==> src/rtl/approx_recursive_mult_seq.sv <==
// approx_recursive_mult_seq
// Sequential recursive WIDTH x WIDTH unsigned multiplier. It computes one
// 4x4 sub-product per clock and accumulates it with an exact shifted add.
// Each 4x4 sub-product is built from 2x2 kernels. When approx_mode is set,
// the kernel returns 7 for 3x3; otherwise the kernel is exact.
//
// Ports:
//   clk, rst_n            clock, asynchronous active-low reset
//   in_valid / in_ready   operand handshake (a, x, approx_mode latched at accept)
//   out_valid / out_ready result handshake; product held stable while out_valid
//   product               2*WIDTH result
//   err_flag, err_dist,   present only when ERROR_MONITOR_EN is defined:
//   mismatch_cnt          mismatch flag, |a*x - product|, and a saturating
//                         count of delivered mismatching results
//
// Optional feature macro: ERROR_MONITOR_EN
module approx_recursive_mult_seq #(
  parameter int WIDTH = 8
) (
  input  logic               clk,
  input  logic               rst_n,
  input  logic               in_valid,
  output logic               in_ready,
  input  logic [WIDTH-1:0]   a,
  input  logic [WIDTH-1:0]   x,
  input  logic               approx_mode,
  output logic               out_valid,
  input  logic               out_ready,
  output logic [2*WIDTH-1:0] product
`ifdef ERROR_MONITOR_EN
  ,
  output logic               err_flag,
  output logic [2*WIDTH-1:0] err_dist,
  output logic [15:0]        mismatch_cnt
`endif
);

  localparam int NCH = WIDTH / 4;
  localparam int PW  = 2 * WIDTH;

  typedef enum logic [1:0] {IDLE, MULT, DONE} state_t;

  state_t           state, state_nxt;
  logic [WIDTH-1:0] a_r, x_r;
  logic             mode_r;
  logic [PW-1:0]    acc;
  logic [1:0]       ci, cj;
  logic             last;
  logic [3:0]       a_chunk, x_chunk;
  logic [7:0]       sub;
  logic [PW-1:0]    term;

  function automatic logic [3:0] k2(input logic [1:0] p, input logic [1:0] q,
                                    input logic apx);
    if (apx && (p == 2'd3) && (q == 2'd3)) return 4'd7;
    return 4'(p) * 4'(q);
  endfunction

  function automatic logic [7:0] p4(input logic [3:0] p, input logic [3:0] q,
                                    input logic apx);
    return (8'(k2(p[3:2], q[3:2], apx)) << 4) +
           (8'(k2(p[3:2], q[1:0], apx)) << 2) +
           (8'(k2(p[1:0], q[3:2], apx)) << 2) +
            8'(k2(p[1:0], q[1:0], apx));
  endfunction

  assign last = (ci == 2'(NCH-1)) && (cj == 2'(NCH-1));

  always_comb begin
    a_chunk = 4'(a_r >> (4 * int'(ci)));
    x_chunk = 4'(x_r >> (4 * int'(cj)));
    sub     = p4(a_chunk, x_chunk, mode_r);
    term    = PW'(sub) << (4 * (int'(ci) + int'(cj)));
  end

  always_comb begin
    state_nxt = state;
    case (state)
      IDLE:    if (in_valid)  state_nxt = MULT;
      MULT:    if (last)      state_nxt = DONE;
      DONE:    if (out_ready) state_nxt = IDLE;
      default:                state_nxt = IDLE;
    endcase
  end

  // Gated with rst_n so in_ready is low while reset is asserted.
  assign in_ready  = rst_n && (state == IDLE);
  assign out_valid = (state == DONE);
  assign product   = acc;

  always_ff @(posedge clk or negedge rst_n) begin
    if (!rst_n) begin
      state  <= IDLE;
      a_r    <= '0;
      x_r    <= '0;
      mode_r <= 1'b0;
      acc    <= '0;
      ci     <= '0;
      cj     <= '0;
    end else begin
      state <= state_nxt;
      case (state)
        IDLE: if (in_valid) begin
          a_r    <= a;
          x_r    <= x;
          mode_r <= approx_mode;
          acc    <= '0;
          ci     <= '0;
          cj     <= '0;
        end
        MULT: begin
          acc <= acc + term;
          if (cj == 2'(NCH-1)) begin
            cj <= '0;
            ci <= ci + 2'd1;
          end else begin
            cj <= cj + 2'd1;
          end
        end
        default: ;
      endcase
    end
  end

`ifdef ERROR_MONITOR_EN
  logic [PW-1:0] exact_r;

  always_ff @(posedge clk or negedge rst_n) begin
    if (!rst_n) begin
      exact_r      <= '0;
      mismatch_cnt <= '0;
    end else begin
      if (state == IDLE && in_valid)
        exact_r <= PW'(a) * PW'(x);
      if (out_valid && out_ready && err_flag && (mismatch_cnt != '1))
        mismatch_cnt <= mismatch_cnt + 16'd1;
    end
  end

  always_comb begin
    err_flag = 1'b0;
    err_dist = '0;
    if (out_valid) begin
      err_flag = (acc != exact_r);
      err_dist = (exact_r >= acc) ? (exact_r - acc) : (acc - exact_r);
    end
  end
`endif

endmodule
==> config.mk <==
export PLATFORM = sky130hd
export DESIGN_NAME = approx_recursive_mult_seq
export DESIGN_NICKNAME = d
export VERILOG_FILES = /design/src/rtl/approx_recursive_mult_seq.sv
export SDC_FILE = /design/constraint.sdc
export NUM_CORES = 1
export LEC_CHECK = 0
export CORE_MARGIN = 4
export CORE_UTILIZATION = 35
export CTS_CLUSTER_DIAMETER = 30
export CTS_CLUSTER_SIZE = 8
export DETAILED_ROUTE_END_ITERATION = 7
export PLACE_DENSITY = 0.63
export SLEW_MARGIN = 20
export SYNTH_ARGS = -nofsm -noshare
export SYNTH_HDL_FRONTEND = slang
export SYNTH_SLANG_ARGS = --single-unit
==> constraint.sdc <==
create_clock -name clk -period 8.1 [get_ports clk]
set_input_delay 2.025 -clock clk [delete_from_list [all_inputs] [get_ports clk]]
set_output_delay 2.025 -clock clk [all_outputs]
set_load 0.01 [all_outputs]
* Word-level counts from Yosys, hierarchy flattened
Cells that the tools add are included.
Word-level totals: output and inout port bits 18, input bits 21, register bits 39, logic and storage cells 70
Cells by class: mux-type cells 23, equal/unequal tests 12, $add $sub $neg 7, shift-type cells 3, reduce and logical (&&, ||, !) cells 14, multipliers 4
Operators by type and width (number):
- $mux 4 | 8
- $pmux 16 s2 | 1
- $add 16x16->16 | 1
- $add 8x6->8 | 2
- $mul 2x2->4 | 4
- $mux 16 | 1
- $shl 8x5->16 | 1
- $shr 8x4->4 | 2
- $mux 2 | 6
- $eq 2x2->1 const B | 5
- $add 8x4->8 | 1
- $logic_and 1x1->1 | 8
- $pmux 2 s2 | 2
- $eq 2x1->1 const B | 3
- $ne 2x2->1 const B | 3
- $pmux 2 s3 | 1
- $reduce_and 3->1 | 2
- $add 2x1->2 const B | 2
- $mux 1 | 4
- $reduce_and 2->1 | 2
- $add 2x2->3 | 1
- $logic_not 2->1 | 1
- $ne 2x1->1 const B | 1
- $reduce_bool 2->1 | 1

* Longest topological paths before layout
Gate-level depths: netlist of run 1.
word-level depth 12, depth in mapped cells 26, gate-level depth less buffers 25

* Worst setup path after synthesis of run 1
No wires, ideal clock.
kind register to register, start register cj[0], end register acc[15], in the netlist product[15], data arrival time 4953 ps, path slack 3066 ps, data required time 8020 ps, clock period less this slack 5034 ps, buffers on the path 1, setup time 80 ps, cell stages (with the launch flop) 23, cell sequence dfrtp_1 clkbuf_1 mux2_2 nand2_1 nor3_1 ha_1 ha_1 nor2_1 fa_1 inv_1 ha_1 a21o_1 a21oi_1 xor2_1 mux2_2 nor2_1 ha_1 a211o_1 o311ai_2 a32oi_1 or3_1 and2_4 o211ai_2
Between the ends: word-level cells in the longest chain between the ends 11, elaborated cells on any way between the ends 26, classes of those cells add/sub (5); mul (4); eq/ne (2); shift (2); mux (9); reduce/logical (4)
Ends and longest elaborated chain:
- start: declaration | RTL line 47 | logic [1:0] ci, cj;
- start signal: assignment | RTL line 117 | cj <= cj + 2'd1;
- branches (longest 8 deep; another with $add 8x6->8)
- $shl 8x5->16 * | RTL line 73 | term = PW'(sub) << (4 * (int'(ci) + int'(cj)));
- $add 16x16->16 * | RTL line 112 | acc <= acc + term;
- $pmux 16 s2 * | RTL line 102 | case (state)
- end signal: assignment | RTL line 112
- end: declaration | RTL line 46 | logic [PW-1:0] acc;
Every way passes the cells marked *. A chain may end at the register's enable or synchronous reset.

* Final worst setup path of run 1
start input port rst_n, end output port in_ready
Between the ends: word-level cells in the longest chain between the ends 1
Ends and longest elaborated chain:
- start: declaration | RTL line 21 | input logic rst_n,
- $logic_and 1x1->1 | RTL line 87 | assign in_ready = rst_n && (state == IDLE);
- end: declaration | RTL line 23 | output logic in_ready,
Every way passes these cells.

==> results of run 1 <==
==> worst min-delay path, delay by kind of cell (launching register included) <==
family / cells / cell delay, ns
DFF: 1 / 0.35
and+or+nand+nor: 2 / 0.10
==> per-layer routing <==
layer  up-vias  global-route usage  part of all wire  wire length, um
met5         -                   0                 0                0
met4         0              0.0303            0.0087               60
met3         7              0.0287             0.054              370
met2        59               0.247              0.48             3280
met1      1197               0.178              0.46             3150
li1       1358                   -                 -                -
==> power breakdown <==
| group | internal [uW] | switching (uW) |
|---|---|---|
| clock | 90.1 | 74.6 |
| sequential | 280 | 79.0 |
| combinational | 422 | 569 |
==> flip-flops by register name, summed over array words and instances (netlist names) <==
name / cells
state: 2
cj: 2
ci: 2
x_r: 8
product: 16
mode_r: 1
a_r: 8
==> placed cells by master (no fill, tap or decap), types with 6 or more instances in the layout <==
cell type / instances
nand2_1: 80
nor2_1: 39
dfrtp_1: 39
clkdlybuf4s50_1: 37
ha_1: 29
o21ai_0: 27
inv_1: 19
nand3_1: 19
a21oi_1: 10
nor3_1: 9
xor2_1: 8
xnor2_1: 8
and2_1: 7
fa_1: 7
mux2i_1: 6
nand2b_1: 6
==> layout make-up <==
cell class / count / area [um^2] / share of cell area
flip-flops and latches: 39 / 976 / 0.266
multi-input cells: 311 / 2010 / 0.547
clock inverters: 2 / 37.5 / 0.0102
well taps: 108 / 135 / 0.0368
clock buffers: 5 / 68.8 / 0.0187
repair buffers: 38 / 375 / 0.102
inverters: 19 / 71.3 / 0.0194
==> final timing paths <==
check                                     endpoint  slack, ns  cells past startpoint
setup reg to reg           product[15]$_DFFE_PN0P_       2.73                     21
max in group asynchronous       x_r[5]$_DFFE_PN0P_       5.72                      1
hold reg to reg                 a_r[3]$_DFFE_PN0P_       0.48                      2
setup / recovery                          in_ready       2.62                      3
min in group asynchronous   product[7]$_DFFE_PN0P_       1.83                      1
hold / removal                  a_r[3]$_DFFE_PN0P_       0.48                      2
==> logic make-up after synthesis <==
family / count (synthesis)
compound gates: 65
xor+xnor: 16
fa+ha+maj: 36
buf+inv: 32
flops: 39
mux: 11
simple gates: 183
==> stage by stage <==
step                      worst slack, ns  instance area, um^2   util
after floorplan                      3.07                 3110      -
after global placement               2.55                 3570  0.411
after detailed placement             2.54                 3570  0.411
after CTS                            2.54                 3670  0.423
after global routing                 2.36                 3670  0.423
final                                2.62                 3670  0.423
==> results.cfg, run 1 <==
[status]
status = completed

[die]
die_w_um = 102
core_area_mm2 = 0.00868
die_height_um = 102
floorplan.initialDensity = 0.358
boundaryPins = 39
row_count = 34
dieArea_mm2 = 0.0105

[clocking]
cts_setup_buffers = 0
cts_sinks = 39
cts_root_buf = clkbuf_8
clkTransAtPathRegs_ns = 0.08
clockBufferDepth = 2
cts_buffers = 5
clkLatencyLatePin_ns = 0.30
cts_hold_buf = 0
cts_tree = built
htreeDepth = 2
cts_resized = 0

[synth]
netlist_top_cells_area = dfrtp_1 (31%), ha_1 (12%), nand2_1 (9.7%), nor2_1 (4.7%), fa_1 (4.5%)
synth_adder_area_share = 0.162
synth_top_family_by_area = simple AND/OR/NAND/NOR gates
synth_fp_nets = 439
synth.most_common_cell = nand2_1
syn_area_per_cell_um2 = 8.14
synth_top_area_cell = dfrtp_1
synth_edf_count = 0
synth_common_cells = nand2_1 (80), dfrtp_1 (39), nor2_1 (39), ha_1 (29), o21ai_0 (27)
synth_seq_cells = 39
ys.warnings.count = 0
syn_area_mm2 = 0.00311
synthFlopType = dfrtp_1
seq_area_frac_synth = 0.314
synthMuxAreaShare = 0.0382
synth_compound_area_frac = 0.133
ys_types = 45
synth_simple_gate_area_frac = 0.268
synth_top_area_share = 0.314
syn-instance-count = 382
synthArstFlopShare = 1.00
synth-xor-area-share = 0.0451

[sta]
hold_violations = 0
setup_tns_ns = 0
hold_ws_ns = 0.478
fmax_mhz = 182
maxSlewViolCount = 0
fin_crit_ns = 5.48
fin_crit_sh = 0.677
slew_headroom = 0.313
rsz0062_at_grt = no
setup_viol = 0
fin_worst_skew_ns = 0.00739
worst_pin_slew_ns = 1.03

[worst_setup_path]
cp_num_buf_inv = 2
setup.worst_path.start_class = input port
crit_arrival_ns = 3.46
worst_path_largest_cell_delay_ns = 0.65
end_kind = primary output
cp-startpoint = rst_n
crit_family = buffers and inverters
worstPathMaxFanout = 40
cpMaxStageDelayCell = buf_2
rr_startpoint = cj[0]$_DFFE_PN0P_
critical_path_class = input port to primary output
cp.required_ns = 6.08
path_cells = buf_2, and2_1, clkdlybuf4s50_1

[power]
power_uw = 1510
p_per_area_mw_per_mm2 = 412
peakVddDrop_mv = 0.140
power_leakage_uw = 0.00174

[route]
drcViolationCount = 0
vias = 2621
via_per_inst = 5.02
dr.pass1.iters = 4
ant_nets = 0
wire_per_inst_um = 13.2
routed_wl_um = 6870
drtIter0Drc = 97

[layout]
drive_above_1_share = 0.0604
nNetsFinal = 471
fillCellCount = 902
synthToLayoutAreaGrowth_pct = 18.1
antenna_cells = 0
finalNonFillerCells = 522

[grt]
first_global_vias = 2644
grt_first_pass_wirelength_um = 11900
grt_usage = 0.141
grt_max_degree = 41
grt-ovfl-total = 0
antenna_found_initial = 0

[placed_design]
dpl.hpwl_um = 5420
post-place-cells = 515
gp_congestion = 0.857
port_buffers = 38

[job]
max_cap_violations = 0

[min_path]
min_from = a_r[3]$_DFFE_PN0P_
hp-class = register to register
Note: power is estimated with default switching activity, not from simulation.
==> run 2: changes to the inputs <==
--- a/config.mk
+++ b/config.mk
@@ -10,7 +10,7 @@
 export CTS_CLUSTER_DIAMETER = 30
 export CTS_CLUSTER_SIZE = 8
 export DETAILED_ROUTE_END_ITERATION = 7
-export PLACE_DENSITY = 0.63
+export PLACE_DENSITY = 0.65
 export SLEW_MARGIN = 20
 export SYNTH_ARGS = -nofsm -noshare
 export SYNTH_HDL_FRONTEND = slang
==> constraint.sdc (replaced) <==
create_clock -name clk -period 4.54 [get_ports clk]
set_input_delay 1.135 -clock clk [delete_from_list [all_inputs] [get_ports clk]]
set_output_delay 1.135 -clock clk [all_outputs]
set_load 0.01 [all_outputs]
==> run 2 against run 1 <==
  * The flow now finishes with violations (setup timing)
  * Die area stayed put
  * Worst setup slack worse by 3.0 ns
  * Worst hold slack better by 0.018 ns
  * Count of clock-buffer cells in the layout stayed put
  * Core utilization is 10 points higher
  * Register-to-register slack worse by 3.1 ns
  * Sequential power is 75% higher
  * Wire length is 22% higher
  * Sequential share of layout area is 5.0 points lower
  * Flip-flop and latch count stayed put
  * Via count is 14% higher
  * Global-route usage is 2.1 points higher
==> results.cfg, run 2 (synthesis gave the netlist of run 1 again) <==
[layout]
fillCellCount = 792
largest_reg_flops = 16
most-common-layout-cells = nand2_1 (78), buf_4 (69), dfrtp_1 (37), clkdlybuf4s50_1 (37), nor2_1 (25)
finalNonFillerCells = 594
nNetsFinal = 542
layout_commonest_cell = nand2_1
drive_above_1_share = 0.315
antenna_cells = 0
synthToLayoutAreaGrowth_pct = 46.0

[sta]
fmax_mhz = 202
rsz0062_at_grt = yes
setup_tns_ns = -1.52
hold_violations = 0
worst_pin_slew_ns = 1.04
fin_ws_ns = -0.407
fin_worst_skew_ns = 0.0114
maxSlewViolCount = 0
setup_viol = 7
slew_headroom = 0.306
fin_crit_ns = 4.95
fin_crit_sh = 1.09

[job]
max_cap_violations = 0

[grt]
grt-ovfl-total = 0
grt_max_degree = 40
first_global_vias = 2823
antenna_found_initial = 0
grt_usage = 0.161
grt_first_pass_wirelength_um = 13500

[worst_setup_path]
crit_family = compound AO/OA/AOI/OAI gates
worstPathMaxFanout = 6
crit_arrival_ns = 5.19
setup.worst_path.start_class = register
cp.required_ns = 4.78
end_kind = register
critical_path_class = register to register
path_cells = mux2i_2, or2_4, nor2_2, ha_2, ha_1, nor2_2, fa_1, inv_1, ha_1, a21o_1, a21oi_2, xor2_2, mux2_4, nor2_4, ha_4, a211o_4, o311ai_4, a32oi_2, or3_4, and2_4, o211ai_2
cp_num_buf_inv = 1
cpMaxStageDelayCell = dfrtp_2
worst_path_largest_cell_delay_ns = 0.48
reg2reg_slack_ns = -0.41

[power]
seq_power_share = 0.170
power_uw = 3700
power_leakage_uw = 0.00212
p_int_uw = 2010
comb_power_share = 0.747
clkPwrFrac = 0.083
swShare = 0.455
p_per_area_mw_per_mm2 = 815
p_sw_uw = 1680
peakVddDrop_mv = 0.493

[clocking]
clkTransAtPathRegs_ns = 0.09
cts_sinks = 39
clockBufferDepth = 2
clkLatencyLatePin_ns = 0.31
cts_buffers = 5
cts_hold_buf = 0
cts_tree = built
htreeDepth = 2
cts_root_buf = clkbuf_8

[route]
drtIter0Drc = 139
drcViolationCount = 0
routed_wl_um = 8400
via_per_inst = 5.05
dr.pass1.iters = 4
ant_nets = 0
wire_per_inst_um = 14.1
vias = 2999

[status]
violations = setup timing
status = finished, violations left

[die]
dieArea_mm2 = 0.0105
row_count = 34
die_w_um = 102
boundaryPins = 39
floorplan.initialDensity = 0.358
die_height_um = 102
core_area_mm2 = 0.00868

[min_path]
hp-class = register to register

[placed_design]
dpl.hpwl_um = 6180
port_buffers = 38
post-place-cells = 573
gp_congestion = 0.903
run 2: cell count changes in the layout (fill, tap and decap cells not counted), sizes merged:
cell,previous run,this run
buf,1,72
clkinv,0,2
clkinvlp,1,0
run 2: final cells by class:
cell class / count / area, um^2 / area share
inverters: 19 / 71.3 / 0.0157
multi-input cells: 311 / 2320 / 0.512
clock inverters: 3 / 43.8 / 0.00965
flip-flops and latches: 39 / 978 / 0.216
well taps: 108 / 135 / 0.0298
clock buffers: 5 / 68.8 / 0.0152
repair buffers: 109 / 916 / 0.202
run 2: timing repair:
item | 4_1_cts | 5_1_grt
gates resized for setup | 30 | 38
setup buffers | 6 | 7
endpoints found under the setup margin | 8 | 11
pin swaps | 17 | 25
run 2: worst paths after layout:
| kind | endpoint | start | cells past startpoint |
|---|---|---|---|
| min reg2reg | a_r[1]$_DFFE_PN0P_ | a_r[1]$_DFFE_PN0P_ | 2 |
| min in group asynchronous | product[11]$_DFFE_PN0P_ | rst_n | 2 |
| max reg2reg | product[15]$_DFFE_PN0P_ | cj[0]$_DFFE_PN0P_ | 21 |
| max in group asynchronous | ci[0]$_DFFE_PN0P_ | rst_n | 2 |
| min | a_r[1]$_DFFE_PN0P_ | a_r[1]$_DFFE_PN0P_ | 2 |
| max | product[15]$_DFFE_PN0P_ | cj[0]$_DFFE_PN0P_ | 21 |
run 2: metrics by stage:
step                instance area, um^2  worst slack, ns   util  hold WS [ns]
detailed placement                 4070           -0.458  0.469         0.477
global placement                   4070           -0.377  0.469         0.469
CTS                                4320           -0.306  0.498         0.500
finish                             4540           -0.407  0.523         0.497
floorplan                          3190           -0.145      -         0.445
global route                       4540           -0.618  0.523         0.521
run 2: routing by layer:
metal / track usage / wire [um] / vias up
met2: 0.262 / 4080 / 47
met5: 0 / 0 / -
li1: - / - / 1503
met3: 0.0232 / 226 / 11
met1: 0.223 / 3950 / 1438
met4: 0.0484 / 141 / 0
run 2: worst min-delay path, stage by stage (launching register included):
cell	delay [ns]
dfrtp_1	0.36
nand2_1	0.05
nand2_1	0.06
run 2: power by group through the flow:
stage	Clock (uW)	Sequential (uW)	Combinational [uW]
final	307	627	2760
after floorplan	0	616	1430
after CTS	314	620	2480
after global routing	325	647	3030
after global placement	0	624	2260
after detailed placement	0	625	2300
